**config.mk**
```make
export PLATFORM = sky130hd
export DESIGN_NAME = parity_tx
export DESIGN_NICKNAME = d
export VERILOG_FILES = /design/src/rtl/parity_tx.sv
export SDC_FILE = /design/constraint.sdc
export NUM_CORES = 1
export LEC_CHECK = 0
export ABC_AREA = 0
export BUFFER_PORTS_ARGS = -buffer_cell sky130_fd_sc_hd__buf_2
export CORE_MARGIN = 5
export CORE_UTILIZATION = 25
export CTS_CLUSTER_SIZE = 24
export DETAILED_ROUTE_END_ITERATION = 10
export PLACE_DENSITY = 0.47
export RECOVER_POWER = 50
export REMOVE_ABC_BUFFERS = 1
export SLEW_MARGIN = 20
export SYNTH_ARGS = -nofsm -noshare
export SYNTH_HDL_FRONTEND = slang
export SYNTH_SLANG_ARGS = --single-unit
```
**constraint.sdc**
```tcl
create_clock -name clk -period 2.4 [get_ports clk]
set_input_delay 0.12 -clock clk [delete_from_list [all_inputs] [get_ports clk]]
set_output_delay 0.12 -clock clk [all_outputs]
set_load 0.01 [all_outputs]
```
**src/rtl/parity_tx.sv**
```systemverilog
// -----------------------------------------------------------------------------
// parity_tx
//
// Serial transmitter that pairs with a serial parity checker. It takes one
// parallel word per valid/ready handshake and shifts it out LSB-first on
// ser_out. It then appends one parity bit, so the whole frame (data plus
// parity) carries even parity (PAR_ODD=0) or odd parity (PAR_ODD=1).
//
// Parameters
//   WIDTH    data word width, 2..32
//   PAR_ODD  0 = even-parity frames, 1 = odd-parity frames
//
// Ports
//   clk         rising-edge clock
//   rst         synchronous reset, active-high
//   data_in     word to transmit, captured only on an accepted handshake
//   valid_in    data_in is valid
//   ready_out   block can accept a word this cycle
//   ser_out     serial line: data bits LSB-first, then the parity bit
//   frame_out   high while ser_out carries a frame bit
//   par_out     high only while ser_out carries the parity bit
//   words_sent  count of completed frames, wraps at 16 bits
//
// Every output is a flop. The comb process works out next-cycle output values
// from the next state, so the outputs line up with the state register.
// -----------------------------------------------------------------------------
module parity_tx #(
    parameter int WIDTH   = 8,
    parameter bit PAR_ODD = 1'b0
) (
    input  logic             clk,
    input  logic             rst,
    input  logic [WIDTH-1:0] data_in,
    input  logic             valid_in,
    output logic             ready_out,
    output logic             ser_out,
    output logic             frame_out,
    output logic             par_out,
    output logic [15:0]      words_sent
);

    localparam int             CW   = $clog2(WIDTH + 1);
    localparam logic [CW-1:0]  LAST = CW'(WIDTH - 1);

    typedef enum logic [1:0] {
        IDLE   = 2'd0,
        DATA   = 2'd1,
        PARITY = 2'd2
    } state_t;

    state_t           state_reg, state_next;
    logic [WIDTH-1:0] shreg_reg, shreg_next;
    logic [CW-1:0]    cnt_reg, cnt_next;
    logic             acc_reg, acc_next;
    logic             ready_reg, ready_next;
    logic             ser_reg, ser_next;
    logic             frame_reg, frame_next;
    logic             par_reg, par_next;
    logic [15:0]      words_reg, words_next;
    logic             accept;

    // ready_reg is high exactly in IDLE and PARITY. That makes it the
    // handshake qualifier without decoding the state again.
    assign accept = valid_in & ready_reg;

    always_comb begin
        state_next = state_reg;
        shreg_next = shreg_reg;
        cnt_next   = cnt_reg;
        acc_next   = acc_reg;
        words_next = words_reg;
        ready_next = 1'b1;
        ser_next   = 1'b0;
        frame_next = 1'b0;
        par_next   = 1'b0;

        case (state_reg)
            IDLE: begin
                if (accept) begin
                    state_next = DATA;
                    shreg_next = data_in;
                    cnt_next   = '0;
                    acc_next   = 1'b0;
                    ready_next = 1'b0;
                    frame_next = 1'b1;
                    ser_next   = data_in[0];
                end
            end

            DATA: begin
                // shreg_reg[0] is the bit on the line this cycle. Parity is
                // accumulated from the bits actually sent, so a corrupted
                // shift register shows up at the checker.
                acc_next   = acc_reg ^ shreg_reg[0];
                shreg_next = {1'b0, shreg_reg[WIDTH-1:1]};
                cnt_next   = cnt_reg + CW'(1);
                frame_next = 1'b1;
                if (cnt_reg == LAST) begin
                    state_next = PARITY;
                    ready_next = 1'b1;
                    par_next   = 1'b1;
                    ser_next   = acc_next ^ PAR_ODD;
                end else begin
                    ready_next = 1'b0;
                    ser_next   = shreg_next[0];
                end
            end

            PARITY: begin
                words_next = words_reg + 16'd1;
                if (accept) begin
                    // A word taken during the parity bit starts the next
                    // frame right away, with no idle gap.
                    state_next = DATA;
                    shreg_next = data_in;
                    cnt_next   = '0;
                    acc_next   = 1'b0;
                    ready_next = 1'b0;
                    frame_next = 1'b1;
                    ser_next   = data_in[0];
                end else begin
                    state_next = IDLE;
                end
            end

            default: begin
                state_next = IDLE;
                shreg_next = '0;
                cnt_next   = '0;
                acc_next   = 1'b0;
            end
        endcase
    end

    always_ff @(posedge clk) begin
        if (rst) begin
            state_reg <= IDLE;
            shreg_reg <= '0;
            cnt_reg   <= '0;
            acc_reg   <= 1'b0;
            ready_reg <= 1'b1;
            ser_reg   <= 1'b0;
            frame_reg <= 1'b0;
            par_reg   <= 1'b0;
            words_reg <= 16'd0;
        end else begin
            state_reg <= state_next;
            shreg_reg <= shreg_next;
            cnt_reg   <= cnt_next;
            acc_reg   <= acc_next;
            ready_reg <= ready_next;
            ser_reg   <= ser_next;
            frame_reg <= frame_next;
            par_reg   <= par_next;
            words_reg <= words_next;
        end
    end

    assign ready_out  = ready_reg;
    assign ser_out    = ser_reg;
    assign frame_out  = frame_reg;
    assign par_out    = par_reg;
    assign words_sent = words_reg;

endmodule

```
==> results of run 1 <==
==> worst max path at each step <==
stage / to / depth (start not counted) / slack, ns
2_1_floorplan: words_sent[15] / 4 / 0.80
3_3_place_gp: words_sent[15] / 4 / 0.67
3_5_place_dp: words_sent[15] / 4 / 0.64
4_1_cts: words_sent[15] / 4 / 0.62
5_1_grt: words_sent[12] / 4 / 0.49
6_report: words_sent[15] / 4 / 0.63
==> cells in the mapped netlist <==
cell      number
ha_1           2
inv_1          2
o31ai_1        1
nor2_1        27
nand2_1       13
dfxtp_1       35
clkbuf_1       5
xnor2_1        2
o21ai_0        5
a32oi_1        3
and4_1         1
nand3_4        1
o22a_1         6
and3_2         1
nand4_1        5
a22oi_1        2
or3_1          3
buf_2          2
or4_1          2
and3_1         1
mux2i_1        8
and2_1         2
nor2b_1        2
mux2_2         2
a21oi_1        7
nand3_1        5
or2_2          1
and4b_1        1
o21ba_2        1
or2b_1         1
nand3b_1       2
xor2_1        10
buf_6          2
nor3_1         3
==> cell type report <==
cell class,count,area (µm²)
Clock buffer,6,82.58
Clock inverter,1,5.005
Fill cell,658,4135
Inverter,2,7.507
Multi-Input combinational cell,120,763.2
Sequential cell,35,700.7
Tap cell,75,93.84
Timing Repair Buffer,31,132.6
==> through the flow <==
stage	power, mW	instances
2_1_floorplan	0.6876	157
3_3_place_gp	0.7284	263
3_5_place_dp	0.7283	263
4_1_cts	1.161	270
5_1_grt	1.204	270
6_report	1.139	270
==> metal layers <==
layer / up-vias / track usage / routed length (µm)
met3: 5 / 0.03763 / 202
met1: 557 / 0.1155 / 1636
met4: 0 / 0.04121 / 68
met5: - / 0 / 0
met2: 23 / 0.1390 / 1389
li1: 635 / - / -
==> report_power, final <==
| part | internal, mW | total, mW | switching, mW |
|---|---|---|---|
| sequential | 0.600 | 0.610 | 0.0102 |
| clock | 0.225 | 0.426 | 0.201 |
| combinational | 0.0442 | 0.102 | 0.0580 |
| total | 0.869 | 1.14 | 0.269 |
==> cells by family (layout without fill, tap and decap cells) <==
family | Yosys count | in the layout | synth area share
flip-flops | 35 | 35 | 0.4601
adder cells (fa/ha/maj) | 2 | 2 | 0.01643
AND/OR/NAND/NOR | 71 | 71 | 0.2358
XOR/XNOR | 12 | 12 | 0.06902
buffers and inverters | 11 | 40 | 0.03862
multiplexers | 10 | 10 | 0.06738
AO/OA/AOI/OAI | 25 | 25 | 0.1126
==> critical path: cells and delay by family (launching register included) <==
| family | cells | cell delay, ns |
|---|---|---|
| and+or+nand+nor | 3 | 1.02 |
| AOI/OAI and AO/OA | 1 | 0.14 |
| DFF | 1 | 0.52 |
==> summary.md, run 1 <==
| Metric | Value |
|---|---|
| Status | `finished, final reports clean` |
| Setup crit start | `state_reg[1]` |
| R2R Path End | `words_sent[15]` |
| Synth top area share | `0.4601` |
| Syn Inst Count | `166` |
| FMAX | `566.4 MHz` |
| Setup TNS Final | `0 ns` |
| Max-slew headroom | `0.5913` |
| DR iter-0 viols | `48` |
| GR Overflow Total | `0` |
| Drt total wl | `3297 µm` |
| H-tree Lvls | `2` |
| Final net count | `208` |
| Worst Slack Setup Final | `0.6345 ns` |
| Routed vias | `1220` |
| DR pass1 iterations | `4` |
| N_diodes | `0` |
| CP Max Fanout | `10` |
| CTS Buffer Depth | `2` |
| Antenna-violating nets left | `0` |
| Die span in y | `88.05 µm` |
| Leak Pwr | `0.6721 nW` |
| GPL Wtd Cong | `0.6916` |
| Starting density of the core | `0.2572` |
| Crit. End Element | `flop` |
| Largest net degree at the start of global routing | `35` |
| Final Max Tran Viols | `0` |
| Max Cap Viol | `0` |
| Final hold slack | `0.1216 ns` |
| Synth area leader | `dfxtp_1` |
| I/O pin cnt | `31` |
| Worst reg2reg startpoint | `state_reg[1]` |
| CP peak stage delay | `0.52 ns` |
| Setup Crit Path Kind | `flop to flop` |
| Synthesis-stage register bit count | `35` |
| Crit path cell chain | `and4b_1 > nand3_4 > or4_1 > a21oi_1` |
| Die area | `0.007752 mm²` |
| DPL Wire Length | `2313 µm` |
| Post-CTS Resized | `0` |
| Startpoint types | `flop` |
| Min-delay src | `data_in[0]` |
| Commonest non-fill, non-tap cell in the layout | `dfxtp_1` |
| Worst-case register-to-register setup slack | `0.63 ns` |
| Final setup fails | `0` |
| Clk_lat worst skew | `0.28 ns` |
| WL per Instance | `12.21 µm` |
| Final design utilization | `0.3016` |
| CTS tree | `yes` |
| Hold Crit Endpoint | `ser_out` |
| Number of global-route vias before repair | `1175` |
| IO buf count | `30` |
| Row cnt | `28` |
| Layout Skew | `0.005105 ns` |
| Post-CTS setup buffer count | `0` |
| Critical path's slowest cell | `dfxtp_1` |
| Syn_area_per_cell | `9.173 µm²` |
| Root buf cell | `clkbuf_8` |
| Vias per cell | `4.519` |
| TritonCTS buffer count | `5` |
| Area contributors post-synth | `dfxtp_1 46%, nor2_1 6.7%, xor2_1 5.8%` |
| Die X | `88.05 µm` |
| Max reg flops | `16` |
| Dpl cell area | `0.001723 mm²` |
| Clock sink total | `35` |
| Initial antenna violation count | `0` |
| Synthesis-to-finish area growth | `17.26%` |
| Register area share after synthesis | `0.4601` |
| Netlist cell types | `34` |
| Clock slew at reported path FFs | `0.07 ns` |
| Power per Cell Area | `637.7 mW/mm²` |
| Worst reg-to-reg path cell count | `4` |
| Hold path depth | `3` |
| Worst slew pin tran | `0.6130 ns` |
| VDD IR max | `0.0001579 V` |
| Final Cell Area | `0.001785 mm²` |
| Warnings, synthesis | `0` |
| Most frequent cells in the layout | `35 x dfxtp_1, 27 x nor2_1, 20 x clkbuf_1` |
| Post-layout minimum cycle time | `1.766 ns` |
| First-pass GRT wire length | `5464 µm` |
| Gr usage total | `0.09219` |
| Synth Cell Area | `0.001523 mm²` |
| Setup slack at placement | `0.6398 ns` |
| RSZ-0062 raised after global routing | `no` |
| DR DRC count | `0` |
| CP Data Required Time | `2.61 ns` |
| WP data arrival | `1.98 ns` |
| Count of hold-fix buffers inserted at cts | `0` |
| Share of cells above drive strength 1 | `0.1231` |
| Core area | `0.005921 mm²` |
| Final hold vios | `0` |
| Fin crit share | `0.7356` |
| Hold Path Class | `primary input to flop` |
No activity file was read; power rests on OpenSTA's default activity.
==> run 2: changes to the inputs <==
--- a/config.mk
+++ b/config.mk
@@ -11,7 +11,7 @@
 export CORE_UTILIZATION = 25
 export CTS_CLUSTER_SIZE = 24
 export DETAILED_ROUTE_END_ITERATION = 10
-export PLACE_DENSITY = 0.47
+export PLACE_DENSITY = 0.48
 export RECOVER_POWER = 50
 export REMOVE_ABC_BUFFERS = 1
 export SLEW_MARGIN = 20
==> constraint.sdc (replaced) <==
create_clock -name clk -period 1.6 [get_ports clk]
set_input_delay 0.08 -clock clk [delete_from_list [all_inputs] [get_ports clk]]
set_output_delay 0.08 -clock clk [all_outputs]
set_load 0.01 [all_outputs]
==> summary.md, run 2 (same netlist as run 1, synthesis figures left out) <==
| Metric | Value |
|---|---|
| Internal | `1.277 mW (+47%)` |
| Power per Cell Area | `901.8 mW/mm² (+41%)` |
| RSZ-0062 raised after global routing | `no` |
| Final Max Tran Viols | `0 (unchanged)` |
| First-pass GRT wire length | `5727 µm (+4.8%)` |
| DR pass1 iterations | `4 (unchanged)` |
| CTS Buffer Depth | `2 (unchanged)` |
| Final hold vios | `0 (unchanged)` |
| Final Cell Area | `0.001877 mm² (+5.1%)` |
| Status | `finished, final reports clean` |
| Initial antenna violation count | `0 (unchanged)` |
| Metal-1 WL | `1590 µm (-2.8%)` |
| Final design utilization | `0.3170 (+0.01543)` |
| Largest net degree at the start of global routing | `21 (-40%)` |
| Number of global-route vias before repair | `1244 (+5.9%)` |
| Switching share of total power | `0.2452 (+0.008491)` |
| H-tree Lvls | `2 (unchanged)` |
| DR DRC count | `0 (unchanged)` |
| GPL Wtd Cong | `0.7051 (+2.0%)` |
| Post-CTS Resized | `0 (unchanged)` |
| Dpl cell area | `0.001836 mm² (+6.5%)` |
| TritonCTS buffer count | `5 (unchanged)` |
| Final hold slack | `0.09276 ns (-0.02882 ns)` |
| Count of hold-fix buffers inserted at cts | `0 (unchanged)` |
| Worst slew pin tran | `0.3762 ns (-0.2368 ns)` |
| Leak Pwr | `0.7387 nW (+9.9%)` |
| Max-slew headroom | `0.7492 (+0.1579)` |
| Share of cells above drive strength 1 | `0.1706 (+0.04754)` |
| Core area | `0.005921 mm² (unchanged)` |
| Switching pwr | `415.0 µW (+54%)` |
| Die area | `0.007752 mm² (unchanged)` |
| Max Cap Viol | `0 (unchanged)` |
| VDD IR max | `0.0004210 V (+170%)` |
| Setup TNS Final | `0 ns (unchanged)` |
| CP Data Required Time | `1.82 ns (-0.79 ns)` |
| DR iter-0 viols | `23 (-52%)` |
| Clk_lat worst skew | `0.28 ns (about the same)` |
| Highest Signal Layer | `met4` |
| Fin crit share | `0.9150 (+0.1794)` |
| N_diodes | `0 (unchanged)` |
| Starting density of the core | `0.2572 (unchanged)` |
| Startpoint types | `flop` |
| Max reg flops | `16 (unchanged)` |
| DPL Wire Length | `2553 µm (+10%)` |
| Post-CTS setup buffer count | `0 (unchanged)` |
| WP data arrival | `1.68 ns (-0.30 ns)` |
| Sequential power share | `0.540 (+0.004)` |
| Synthesis-to-finish area growth | `23.25%` |
| Setup Crit Path Kind | `flop to flop` |
| DR WL met2 | `1697 µm (+22%)` |
| IO buf count | `30 (unchanged)` |
| WL per Instance | `12.43 µm (+1.8%)` |
| Most frequent cells in the layout | `35 x dfxtp_1, 27 x nor2_1, 24 x clkbuf_1` |
| Clock power frac | `0.364 (-0.010)` |
| Vias per cell | `4.507 (-0.26%)` |
| Length of routed met3 wiring | `224 µm (+11%)` |
| Post-layout minimum cycle time | `1.464 ns (-0.3015 ns)` |
| Layout Skew | `0.001859 ns (-0.003246 ns)` |
| Hold Path Class | `primary input to flop` |
| Root buf cell | `clkbuf_8` |
| Final setup fails | `0 (unchanged)` |
| GR Overflow Total | `0 (unchanged)` |
| Die X | `88.05 µm (unchanged)` |
| Number of fill cells | `646 (-1.8%)` |
| Die span in y | `88.05 µm (unchanged)` |
| Routed vias | `1289 (+5.7%)` |
| Clock sink total | `35 (unchanged)` |
| Total Power | `1.692 mW (+49%)` |
| Drt total wl | `3554 µm (+7.8%)` |
| Row cnt | `28 (unchanged)` |
| I/O pin cnt | `31 (unchanged)` |
| Clock slew at reported path FFs | `0.07 ns (about the same)` |
| Antenna-violating nets left | `0 (unchanged)` |
| Crit. End Element | `flop` |
| CP Max Fanout | `5 (-5)` |
| CTS tree | `yes` |
| Comb pwr share | `0.095 (+0.005)` |
| Final net count | `223 (+7.2%)` |
| Commonest non-fill, non-tap cell in the layout | `dfxtp_1` |
| FMAX | `683.1 MHz (+21%)` |
| Gr usage total | `0.09587 (+0.003680)` |
run 2: changes by cell type in the layout (fill, tap and decap cells not counted), sizes merged:
| cell | change |
|---|---|
| buf | +13 |
| clkbuf | +3 |
run 2: cell type report:
class	count	area, µm²	area share
clock buffer	7	76.32	0.04067
clock inverter	1	5.005	0.002667
inverter	2	7.507	0.004000
multi-input combinational	120	763.2	0.4067
sequential	35	700.7	0.3733
tap	75	93.84	0.05000
timing repair buffer	46	230.2	0.1227
run 2: final timing paths:
path | startpoint | endpoint | slack, ns | depth (start not counted)
max | words_sent[9] | words_sent[15] | 0.14 | 4
min | data_in[0] | ser_out | 0.09 | 3
max reg2reg | words_sent[9] | words_sent[15] | 0.14 | 4
min reg2reg | words_sent[15] | words_sent[15] | 0.49 | 2
run 2: worst max-delay path, cell delays in order, from the launching register on:
cell and delay, ns:
dfxtp_1 0.38, and4_1 0.27, nand4_1 0.13, or4_1 0.48, a21oi_1 0.14
run 2: through the flow:
stage,std cells,worst slack [ns]
3_3_place_gp,278,0.1814
3_5_place_dp,278,0.1501
5_1_grt,286,0.02655
4_1_cts,286,0.1318
6_report,286,0.1360
2_1_floorplan,157,0.0004915
run 2: power groups by stage:
stage               clock network (mW)  logic, mW  registers, mW
global placement                     0      0.170          0.934
global route                     0.684      0.184          0.918
finish                           0.617      0.161          0.914
detailed placement                   0      0.170          0.934
floorplan                            0     0.0886          0.943
CTS                              0.646      0.171          0.914
run 2: routing by layer:
| layer | track usage | up-vias |
|---|---|---|
| li1 | - | 669 |
| met1 | 0.1138 | 587 |
| met2 | 0.1623 | 28 |
| met3 | 0.03198 | 5 |
| met4 | 0.03297 | 0 |
| met5 | 0 | - |
==> run 3: changes to the inputs <==
--- a/config.mk
+++ b/config.mk
@@ -5,13 +5,13 @@
 export SDC_FILE = /design/constraint.sdc
 export NUM_CORES = 1
 export LEC_CHECK = 0
-export ABC_AREA = 0
+export ABC_AREA = 1
 export BUFFER_PORTS_ARGS = -buffer_cell sky130_fd_sc_hd__buf_2
 export CORE_MARGIN = 5
-export CORE_UTILIZATION = 25
+export CORE_UTILIZATION = 48
 export CTS_CLUSTER_SIZE = 24
 export DETAILED_ROUTE_END_ITERATION = 10
-export PLACE_DENSITY = 0.48
+export PLACE_DENSITY = 0.78
 export RECOVER_POWER = 50
 export REMOVE_ABC_BUFFERS = 1
 export SLEW_MARGIN = 20
==> summary.md, run 3 <==
| Metric | Value |
|---|---|
| DR pass1 iterations | `4 (unchanged)` |
| Final hold vios | `0 (unchanged)` |
| Worst slew pin tran | `0.4581 ns (+0.08187 ns)` |
| Min-delay src | `data_in[4]` |
| H-tree Lvls | `2 (unchanged)` |
| CP Data Required Time | `1.84 ns (+0.02 ns)` |
| CTS Buffer Depth | `2 (unchanged)` |
| WP data arrival | `1.58 ns (-0.10 ns)` |
| Critical path's slowest cell | `dfxtp_1` |
| Synth area leader | `dfxtp_1` |
| VDD IR max | `0.0006696 V (+59%)` |
| Synth Cell Area | `0.001598 mm² (+4.9%)` |
| Gr usage total | `0.1627 (+0.06680)` |
| Total Power | `1.535 mW (-9.3%)` |
| Row cnt | `21 (-25%)` |
| Final Max Tran Viols | `0 (unchanged)` |
| Largest net degree at the start of global routing | `19 (-9.5%)` |
| Status | `finished, final reports clean` |
| Fin crit share | `0.8364 (-0.07860)` |
| Clock power frac | `0.301 (-0.063)` |
| Clock slew at reported path FFs | `0.10 ns (+0.03 ns)` |
| Hold path depth | `3 (unchanged)` |
| Die span in y | `67.70 µm (-23%)` |
| Worst reg2reg startpoint | `state_reg[1]` |
| GR Overflow Total | `0 (unchanged)` |
| RSZ-0062 raised after global routing | `no` |
| Number of global-route vias before repair | `1270 (+2.1%)` |
| Commonest non-fill, non-tap cell in the layout | `nand2_1` |
| Setup Crit Path Kind | `flop to flop` |
| Synthesis-to-finish area growth | `12.84%` |
| WL per Instance | `11.25 µm (-9.5%)` |
| N_diodes | `0 (unchanged)` |
| Starting density of the core | `0.4865 (+0.2293)` |
| Initial antenna violation count | `0 (unchanged)` |
| Synthesis-stage register bit count | `35 (unchanged)` |
| FMAX | `747.2 MHz (+9.4%)` |
| Routed vias | `1449 (+12%)` |
| Worst-case register-to-register setup slack | `0.26 ns (+0.13 ns)` |
| Vias per cell | `4.879 (+8.2%)` |
| Power per Cell Area | `851.2 mW/mm² (-5.6%)` |
| Final Cell Area | `0.001803 mm² (-3.9%)` |
| Post-layout minimum cycle time | `1.338 ns (-0.1258 ns)` |
| Post-CTS setup buffer count | `0 (unchanged)` |
| Sequential power share | `0.606 (+0.066)` |
| Crit path cell chain | `inv_2 > nor2_2 > nand2_1 > nor2_2 > nand3_1 > nand2_1 > nor2_1` |
| Internal | `1.129 mW (-12%)` |
| Post-synth EDFFs | `0 (unchanged)` |
| Switching share of total power | `0.2640 (+0.01881)` |
| Netlist cell types | `28 (-18%)` |
| DR DRC count | `0 (unchanged)` |
| DPL Wire Length | `2342 µm (-8.2%)` |
| Drt total wl | `3341 µm (-6.0%)` |
| Max-slew headroom | `0.6943 (-0.05491)` |
| Switching pwr | `405.2 µW (-2.4%)` |
| Max reg flops | `16 (unchanged)` |
| Most frequent cells in the layout | `47 x nand2_1, 35 x dfxtp_1, 28 x nor2_1` |
| CP Max Fanout | `9 (+4)` |
| Max Cap Viol | `0 (unchanged)` |
| DR iter-0 viols | `91 (+300%)` |
| IO buf count | `30 (unchanged)` |
| R2R Path End | `words_sent[13]` |
| Die X | `67.70 µm (-23%)` |
| Crit. End Element | `flop` |
| Die area | `0.004583 mm² (-41%)` |
| Main synth FF type | `dfxtp_1` |
| I/O pin cnt | `31 (unchanged)` |
| DP Cell Count | `288 (+3.6%)` |
| CTS tree | `yes` |
| Final setup fails | `0 (unchanged)` |
| Synth top area share | `0.4385 (-0.02162)` |
| Post-CTS Resized | `0 (unchanged)` |
| Layout Skew | `0.003613 ns (+0.001753 ns)` |
| Clk_lat worst skew | `0.34 ns (+0.06 ns)` |
| Root buf cell | `clkbuf_4` |
| TritonCTS buffer count | `5 (unchanged)` |
| Syn Inst Count | `216 (+30%)` |
| Hold Crit Endpoint | `shreg_reg[4]` |
| Hold Path Class | `primary input to flop` |
| Comb pwr share | `0.093 (-0.002)` |
| Syn_area_per_cell | `7.397 µm² (-19%)` |
| Non-filler cells, final | `297 (+3.8%)` |
| Worst reg-to-reg path cell count | `7 (+3)` |
| Final net count | `263 (+18%)` |
| Share of cells above drive strength 1 | `0.1394 (-0.03117)` |
| First-pass GRT wire length | `5568 µm (-2.8%)` |
| Area contributors post-synth | `dfxtp_1 44%, nand2_1 11%, a21oi_1 7.2%` |
| Startpoint types | `flop` |
| Core area | `0.003284 mm² (-45%)` |
| Commonest cells in the netlist | `46 x nand2_1, 35 x dfxtp_1, 27 x nor2_1` |
| Warnings, synthesis | `0 (unchanged)` |
| Leak Pwr | `0.6641 nW (-10%)` |
| Dpl cell area | `0.001783 mm² (-2.9%)` |
| Clock sink total | `35 (unchanged)` |
| GPL Wtd Cong | `0.8015 (+14%)` |
| Setup TNS Final | `0 ns (unchanged)` |
| Count of hold-fix buffers inserted at cts | `1 (+1)` |
| Register area share after synthesis | `0.4385 (-0.02162)` |
| Asr flop ratio synth | `0 (unchanged)` |
| Top-count cell post-synth | `nand2_1` |
| Antenna-violating nets left | `0 (unchanged)` |
| CP peak stage delay | `0.36 ns (-0.12 ns)` |
==> run 3: cell types whose count changed after synthesis, sizes merged, moves of 3 or more <==
cell | previous run | this run
mux2i | 8 | 0
nor2 | 27 | 34
or3 | 3 | 0
nand3 | 6 | 12
o22a | 6 | 0
inv | 2 | 19
a21oi | 7 | 24
o21ai | 5 | 23
nand2 | 13 | 50
a32oi | 3 | 0
clkbuf | 5 | 2
xor2 | 10 | 1
==> run 3: power by group through the flow <==
stage,logic (mW),registers [mW],clock network (mW)
after floorplan,0.0966,0.949,0
after global placement,0.149,0.949,0
after detailed placement,0.150,0.950,0
after CTS,0.152,0.931,0.480
after global routing,0.167,0.934,0.518
final,0.143,0.930,0.462
==> run 3: cell families after synthesis <==
| group | share of synthesized area |
|---|---|
| flops | 0.4385 |
| xor+xnor | 0.01097 |
| buf+inv | 0.06656 |
| compound gates | 0.1637 |
| simple gates | 0.3046 |
| fa+ha+maj | 0.01566 |
==> run 3: worst max-delay path by stage <==
| stage | startpoint | end | slack [ns] | depth (start not counted) |
|---|---|---|---|---|
| after floorplan | words_sent[2] | words_sent[15] | 0.44 | 7 |
| after global placement | state_reg[0] | words_sent[13] | 0.39 | 7 |
| after detailed placement | state_reg[0] | words_sent[13] | 0.33 | 7 |
| after CTS | state_reg[0] | words_sent[13] | 0.30 | 7 |
| after global routing | state_reg[1] | words_sent[13] | 0.08 | 7 |
| final | state_reg[1] | words_sent[13] | 0.26 | 7 |
==> run 3: cell type report <==
| class | instances | area [µm²] |
|---|---|---|
| clock buffers | 7 | 45.04 |
| clock inverters | 1 | 5.005 |
| fillers | 350 | 1481 |
| inverters | 20 | 76.32 |
| multi-input cells | 156 | 775.7 |
| flip-flops and latches | 35 | 700.7 |
| well taps | 46 | 57.56 |
| repair buffers | 32 | 142.6 |
==> run 3: per-layer routing <==
layer	vias to the layer above	track usage	wire (µm)
li1	775	-	-
met1	636	0.1982	1517
met2	30	0.2661	1568
met3	8	0.04160	183
met4	0	0.07595	71
met5	-	0	0
==> run 3: stage by stage <==
| stage | utilization | setup slack [ns] | hold slack, ns |
|---|---|---|---|
| finish | 0.5490 | 0.2618 | 0.04204 |
| global route | 0.5490 | 0.07522 | 0.04309 |
| CTS | 0.5611 | 0.2979 | 0.03729 |
| detailed placement | 0.5429 | 0.3310 | 0.3398 |
| global placement | 0.5429 | 0.3904 | 0.3401 |
| floorplan | - | 0.4401 | 0.1491 |
==> run 3: worst max-delay path, delay by kind of cell (launching register included) <==
| family | cells | cell delay, ns |
|---|---|---|
| simple gates | 6 | 0.83 |
| flops | 1 | 0.36 |
| buf+inv | 1 | 0.05 |
